[src/rtl/seg_glyph_drawer.sv]
// Seven-segment hex glyph drawer: walks the enabled segments of a digit and
// streams one pixel per handshake to the VGA plotter, then pulses done.
module seg_glyph_drawer #(
  parameter int X_W      = 8,
  parameter int Y_W      = 7,
  parameter int COLOUR_W = 3,
  parameter int H_LEN    = 7,
  parameter int V_LEN    = 7,
  parameter int X_OFF    = 8,
  parameter int Y_OFF    = 7
) (
  input  logic                clk,
  input  logic                resetn,
  input  logic                start,
  input  logic [3:0]          digit,
  input  logic                erase,
  input  logic [X_W-1:0]      x_base,
  input  logic [Y_W-1:0]      y_base,
  input  logic [COLOUR_W-1:0] colour_in,
  input  logic                ready,
  output logic [X_W-1:0]      x_out,
  output logic [Y_W-1:0]      y_out,
  output logic [COLOUR_W-1:0] colour_out,
  output logic                plot,
  output logic                busy,
  output logic                done
);

  typedef enum logic [1:0] {IDLE, DRAW, FIN} state_t;

  localparam int L_MAX = (H_LEN > V_LEN) ? H_LEN : V_LEN;
  localparam int PIX_W = $clog2(L_MAX);

  localparam logic [X_W-1:0]   X0     = X_W'(X_OFF);
  localparam logic [X_W-1:0]   X1     = X_W'(X_OFF + H_LEN - 1);
  localparam logic [Y_W-1:0]   Y0     = Y_W'(Y_OFF);
  localparam logic [Y_W-1:0]   Y1     = Y_W'(Y_OFF + V_LEN - 1);
  localparam logic [Y_W-1:0]   Y2     = Y_W'(Y_OFF + 2 * (V_LEN - 1));
  localparam logic [PIX_W-1:0] H_LAST = PIX_W'(H_LEN - 1);
  localparam logic [PIX_W-1:0] V_LAST = PIX_W'(V_LEN - 1);

  localparam logic [2:0] SEG_A = 3'd0, SEG_B = 3'd1, SEG_C = 3'd2, SEG_D = 3'd3;
  localparam logic [2:0] SEG_E = 3'd4, SEG_F = 3'd5, SEG_G = 3'd6;

  function automatic logic [6:0] glyph_mask(input logic [3:0] d);
    case (d)
      4'h0: glyph_mask = 7'h3F;
      4'h1: glyph_mask = 7'h06;
      4'h2: glyph_mask = 7'h5B;
      4'h3: glyph_mask = 7'h4F;
      4'h4: glyph_mask = 7'h66;
      4'h5: glyph_mask = 7'h6D;
      4'h6: glyph_mask = 7'h7D;
      4'h7: glyph_mask = 7'h07;
      4'h8: glyph_mask = 7'h7F;
      4'h9: glyph_mask = 7'h6F;
      4'hA: glyph_mask = 7'h77;
      4'hB: glyph_mask = 7'h7C;
      4'hC: glyph_mask = 7'h39;
      4'hD: glyph_mask = 7'h5E;
      4'hE: glyph_mask = 7'h79;
      default: glyph_mask = 7'h71;
    endcase
  endfunction

  state_t                state_q, state_d;
  logic [2:0]            seg_q, seg_d;
  logic [PIX_W-1:0]      pix_q, pix_d;
  logic [6:0]            mask_q, mask_d;
  logic [X_W-1:0]        xb_q, xb_d;
  logic [Y_W-1:0]        yb_q, yb_d;
  logic [COLOUR_W-1:0]   col_q, col_d;
  logic [X_W-1:0]        x_out_q, x_out_d;
  logic [Y_W-1:0]        y_out_q, y_out_d;
  logic [COLOUR_W-1:0]   colour_out_q, colour_out_d;
  logic                  plot_q, plot_d;
  logic                  busy_q, busy_d;
  logic                  done_q, done_d;

  logic [X_W-1:0] off_x;
  logic [Y_W-1:0] off_y;
  logic           seg_last_pix;
  logic           pending;

  always_comb begin
    state_d      = state_q;
    seg_d        = seg_q;
    pix_d        = pix_q;
    mask_d       = mask_q;
    xb_d         = xb_q;
    yb_d         = yb_q;
    col_d        = col_q;
    x_out_d      = x_out_q;
    y_out_d      = y_out_q;
    colour_out_d = colour_out_q;
    plot_d       = plot_q;
    busy_d       = busy_q;
    done_d       = 1'b0;
    off_x        = X0 + X_W'(pix_q);
    off_y        = Y0;
    // Pixel offset inside the glyph for the current segment/step.
    case (seg_q)
      SEG_A: begin off_x = X0 + X_W'(pix_q); off_y = Y0;                 end
      SEG_B: begin off_x = X1;                off_y = Y0 + Y_W'(pix_q);  end
      SEG_C: begin off_x = X1;                off_y = Y1 + Y_W'(pix_q);  end
      SEG_D: begin off_x = X0 + X_W'(pix_q); off_y = Y2;                 end
      SEG_E: begin off_x = X0;                off_y = Y1 + Y_W'(pix_q);  end
      SEG_F: begin off_x = X0;                off_y = Y0 + Y_W'(pix_q);  end
      default: begin off_x = X0 + X_W'(pix_q); off_y = Y1;               end
    endcase
    seg_last_pix = (seg_q == SEG_A || seg_q == SEG_D || seg_q == SEG_G) ?
                   (pix_q == H_LAST) : (pix_q == V_LAST);
    pending      = plot_q && !ready;

    case (state_q)
      IDLE: begin
        plot_d = 1'b0;
        busy_d = 1'b0;
        if (start) begin
          mask_d  = erase ? 7'h7F : glyph_mask(digit);
          xb_d    = x_base;
          yb_d    = y_base;
          col_d   = colour_in;
          seg_d   = SEG_A;
          pix_d   = '0;
          busy_d  = 1'b1;
          state_d = DRAW;
        end
      end
      DRAW: begin
        // A pixel the plotter has not taken yet blocks every other step.
        if (!pending) begin
          if (!mask_q[seg_q]) begin
            plot_d = 1'b0;
            if (seg_q == SEG_G) state_d = FIN;
            else                seg_d   = seg_q + 3'd1;
          end else begin
            x_out_d      = xb_q + off_x;
            y_out_d      = yb_q + off_y;
            colour_out_d = col_q;
            plot_d       = 1'b1;
            if (seg_last_pix) begin
              pix_d = '0;
              if (seg_q == SEG_G) state_d = FIN;
              else                seg_d   = seg_q + 3'd1;
            end else begin
              pix_d = pix_q + PIX_W'(1);
            end
          end
        end
      end
      FIN: begin
        // Waits here only while the final pixel of g is still unaccepted.
        if (!pending) begin
          plot_d  = 1'b0;
          busy_d  = 1'b0;
          done_d  = 1'b1;
          seg_d   = SEG_A;
          pix_d   = '0;
          state_d = IDLE;
        end
      end
      default: state_d = IDLE;
    endcase
  end

  always_ff @(posedge clk) begin
    if (!resetn) begin
      state_q      <= IDLE;
      seg_q        <= '0;
      pix_q        <= '0;
      mask_q       <= '0;
      xb_q         <= '0;
      yb_q         <= '0;
      col_q        <= '0;
      x_out_q      <= '0;
      y_out_q      <= '0;
      colour_out_q <= '0;
      plot_q       <= 1'b0;
      busy_q       <= 1'b0;
      done_q       <= 1'b0;
    end else begin
      state_q      <= state_d;
      seg_q        <= seg_d;
      pix_q        <= pix_d;
      mask_q       <= mask_d;
      xb_q         <= xb_d;
      yb_q         <= yb_d;
      col_q        <= col_d;
      x_out_q      <= x_out_d;
      y_out_q      <= y_out_d;
      colour_out_q <= colour_out_d;
      plot_q       <= plot_d;
      busy_q       <= busy_d;
      done_q       <= done_d;
    end
  end

  assign x_out      = x_out_q;
  assign y_out      = y_out_q;
  assign colour_out = colour_out_q;
  assign plot       = plot_q;
  assign busy       = busy_q;
  assign done       = done_q;

endmodule

[config.mk]
export PLATFORM = sky130hd
export DESIGN_NAME = seg_glyph_drawer
export DESIGN_NICKNAME = d
export VERILOG_FILES = /design/src/rtl/seg_glyph_drawer.sv
export SDC_FILE = /design/constraint.sdc
export NUM_CORES = 1
export LEC_CHECK = 0
export ABC_CLOCK_PERIOD_IN_PS = 3000
export BUFFER_PORTS_ARGS = -buffer_cell sky130_fd_sc_hd__buf_2
export CORE_MARGIN = 1.5
export CORE_UTILIZATION = 45
export CTS_CLUSTER_SIZE = 14
export DETAILED_ROUTE_END_ITERATION = 6
export PLACE_DENSITY_LB_ADDON = 0.1
export SYNTH_ARGS = -nofsm -noshare
export SYNTH_HDL_FRONTEND = slang
export SYNTH_SLANG_ARGS = --single-unit
[constraint.sdc]
create_clock -name clk -period 3 [get_ports clk]
set_input_delay 0.6 -clock clk [delete_from_list [all_inputs] [get_ports clk]]
set_output_delay 0.6 -clock clk [all_outputs]
set_load 0.01 [all_outputs]
==> impl_metrics.json <==
{
  "cp_top_family": "adder cells",
  "ir_worst_vdd_uv": 207,
  "async_flop_share_pct": 0,
  "crit_chain": "inv_1 > ha_1 > mux2_2 > o21ai_0 > nand2_1 > ha_1 > fa_1 > a21o_1 > nand4_1 > o211ai_1 > xnor2_1 > a211oi_2",
  "cp.depth": 12,
  "fin_worst_skew_ns": 0.00983,
  "placed_cells": 480,
  "clk_pin_slew_ns": 0.11,
  "cts_setup_buffers": 0,
  "hold-worst-slack_ns": 0.465,
  "cts_tree": "done",
  "grt_first_pass_wirelength_um": 10800,
  "post-route-period-util_pct": 93.1,
  "antenna_found_initial": 0,
  "cellLeakagePower_nw": 1.48,
  "synthToLayoutAreaGrowth_pct": 13.1,
  "cts_hold_buf": 0,
  "fmax_ghz": 0.358,
  "setup_tns_ns": 0,
  "yosys_warnings": 0,
  "drt-initial-drc-count": 84,
  "critPathMaxFanout": 6,
  "worstPathRequired_ns": 3.24,
  "die_x_um": 85.5,
  "wl_per_cell_um": 13.1,
  "clock_latency_ns": 0.31,
  "status": "finished with violations",
  "drc_errors": 4,
  "diodes": 0,
  "grt_pass1_vias": 2425,
  "drtPass1Iterations": 6,
  "dieArea_sq_mm": 0.00731,
  "post_cts_resized": 0,
  "avgSynthCellArea_sq_um": 8.33,
  "p_per_area_mw_per_mm2": 469,
  "slowest_delay_ns": 0.46,
  "ys_top_cells_by_area": "dfxtp_1 35%, ha_1 10%, nand2_1 7.1%, a21oi_1 6.9%, mux2i_1 5.9%",
  "tightestPinTransition_ns": 0.511,
  "drv_slew": 0,
  "clock_path_buffers": 2,
  "startpoint": "seg_q[0]",
  "period_needed_ns": 2.79,
  "htree_levels": 2,
  "fp.coreArea_sq_mm": 0.00646,
  "end_kind": "flop",
  "gp_congestion": 0.867,
  "cap_violations": 0,
  "grt_overflow": 0,
  "place_hpwl_um": 4670,
  "rsz0062_at_grt": "no",
  "arrival_ns": 3.03,
  "maxSlewHeadroom_pct": 65.8,
  "vias": 2566,
  "nets": 464,
  "cts-root-buf": "clkbuf_8",
  "antenna_left": 0,
  "syn_area_sq_mm": 0.00306,
  "finalSetupViolCount": 0,
  "worstSetupPathType": "reg2reg",
  "slowest_stage": "dfxtp_1",
  "synth_ff_type": "dfxtp_1",
  "reg2reg_slack_ns": 0.21,
  "grt_max_degree": 27,
  "fin_cells": 488,
  "critPathMostFrequentCell": "ha_1",
  "io_buffers": 47,
  "seq_area_frac_synth_pct": 35.3,
  "design.portCount": 48,
  "finalWirelength_um": 6400,
  "ys_types": 42,
  "grt_use_total_pct": 18.4,
  "timing.rr.start": "seg_q[0]",
  "drive_gt1_share_pct": 17.8,
  "finalHoldViolCount": 0,
  "via_per_inst": 5.26,
  "synth_edf_count": 0,
  "critPathLaunchType": "flop",
  "ys_ff_latch": 54,
  "postSynthCellCount": 368,
  "hold_class": "reg2reg",
  "rr_worst_depth": 12,
  "total_power_mw": 1.63,
  "endpoint": "y_out[6]",
  "rows": 29,
  "timing.rr.end": "y_out[6]",
  "start_util_pct": 47.4,
  "clock-sinks": 54,
  "synth_top_area_share_pct": 35.3,
  "violations": "design-rule violations",
  "cts_buffers": 5,
  "die_h_um": 85.5,
  "synth_top_area_cell": "dfxtp_1",
  "path_buf_inv": 1,
  "synthesis.nets": 422
}
[synth_stat cells (2+ instances only)]
master	instances
nand3_1	8
nor2b_1	5
mux4_2	2
and2_1	2
nor2_1	33
fa_1	2
dfxtp_1	54
a21o_1	4
a211oi_1	3
a22o_1	2
o221ai_1	2
buf_6	3
a211oi_2	7
ha_1	25
a31oi_1	3
xor2_1	3
nand2b_1	5
and3_1	2
inv_1	19
mux2i_1	18
o31a_1	2
xnor2_1	9
nand2_1	58
nor3_1	4
o21ai_0	20
a21oi_1	42
clkbuf_1	15
o211ai_1	2
[how the worst min path moves through the flow]
stage / startpoint / end / slack, ns / depth (start not counted)
2_1_floorplan: col_q[0] / col_q[0] / 0.44 / 2
3_3_place_gp: col_q[2] / col_q[2] / 0.45 / 2
3_5_place_dp: col_q[2] / col_q[2] / 0.45 / 2
4_1_cts: col_q[2] / col_q[2] / 0.47 / 2
5_1_grt: xb_q[7] / xb_q[7] / 0.49 / 2
6_report: col_q[0] / col_q[0] / 0.47 / 2
[worst reg2reg max path, cell delays in order (launching register included)]
cell and delay, ns:
dfxtp_1 0.46, inv_1 0.10, ha_1 0.28, mux2_2 0.30, o21ai_0 0.14, nand2_1 0.08
ha_1 0.22, fa_1 0.41, a21o_1 0.19, nand4_1 0.09, o211ai_1 0.11, xnor2_1 0.15
a211oi_2 0.20
[registers in the layout, summed over array words and instances, names as in the netlist]
| name | count |
|---|---|
| x_out | 8 |
| yb_q | 7 |
| col_q | 3 |
| mask_q | 7 |
| y_out | 7 |
| state_q | 2 |
| plot | 1 |
| done | 1 |
| xb_q | 8 |
| pix_q | 3 |
| busy | 1 |
| seg_q | 3 |
| colour_out | 3 |
[power by group]
part           internal (mW)  switching [mW]  leakage [nW]
clock                  0.251           0.251        0.0585
combinational          0.137           0.190         0.978
sequential             0.762          0.0344         0.441
[metrics by stage]
stage                     util (%)  worst slack, ns  area [sq um]
final                         53.7            0.207          3470
after global routing          53.7          0.00928          3470
after CTS                     53.7            0.213          3470
after detailed placement      51.9            0.239          3350
after global placement        51.9            0.305          3350
after floorplan                  -            0.438          3060
[cells in the final DEF, fill, tap and decap left out, drive strengths merged, types with 3 or more instances in the layout]
cell type | synthesis | final
a211oi | 10 | 10
a21o | 4 | 4
a21oi | 42 | 42
a31oi | 3 | 3
buf | 4 | 54
clkbuf | 15 | 5
dfxtp | 54 | 54
ha | 25 | 25
inv | 19 | 20
mux2i | 18 | 18
nand2 | 58 | 58
nand2b | 5 | 5
nand3 | 8 | 8
nor2 | 33 | 33
nor2b | 5 | 5
nor3 | 5 | 5
o21ai | 20 | 20
xnor2 | 9 | 9
xor2 | 3 | 3
[metal layers]
metal	routed length, um	global-route usage [%]	vias to the layer above	share of wire (%)
li1	-	-	1346	-
met1	3170	24.9	1170	50
met2	2920	30.0	43	46
met3	211	3.27	7	3.3
met4	96	5.72	0	1.5
met5	0	0	-	0
[logic make-up after synthesis]
kind of cell	share of synthesized area (%)
adder cells (fa/ha/maj)	11.5
buffers and inverters	5.43
AO/OA/AOI/OAI	19.0
AND/OR/NAND/NOR	17.6
multiplexers	7.72
XOR/XNOR	3.43
flip-flops	35.3
[area by class of cell]
cell class,instances,area [sq um]
fillers,645,2990
clock buffers,5,68.8
multi-input cells,276,1820
well taps,77,96.3
clock inverters,3,43.8
inverters,19,71.3
repair buffers,54,288
flip-flops and latches,54,1080
No activity file was read; power rests on OpenSTA's default activity.
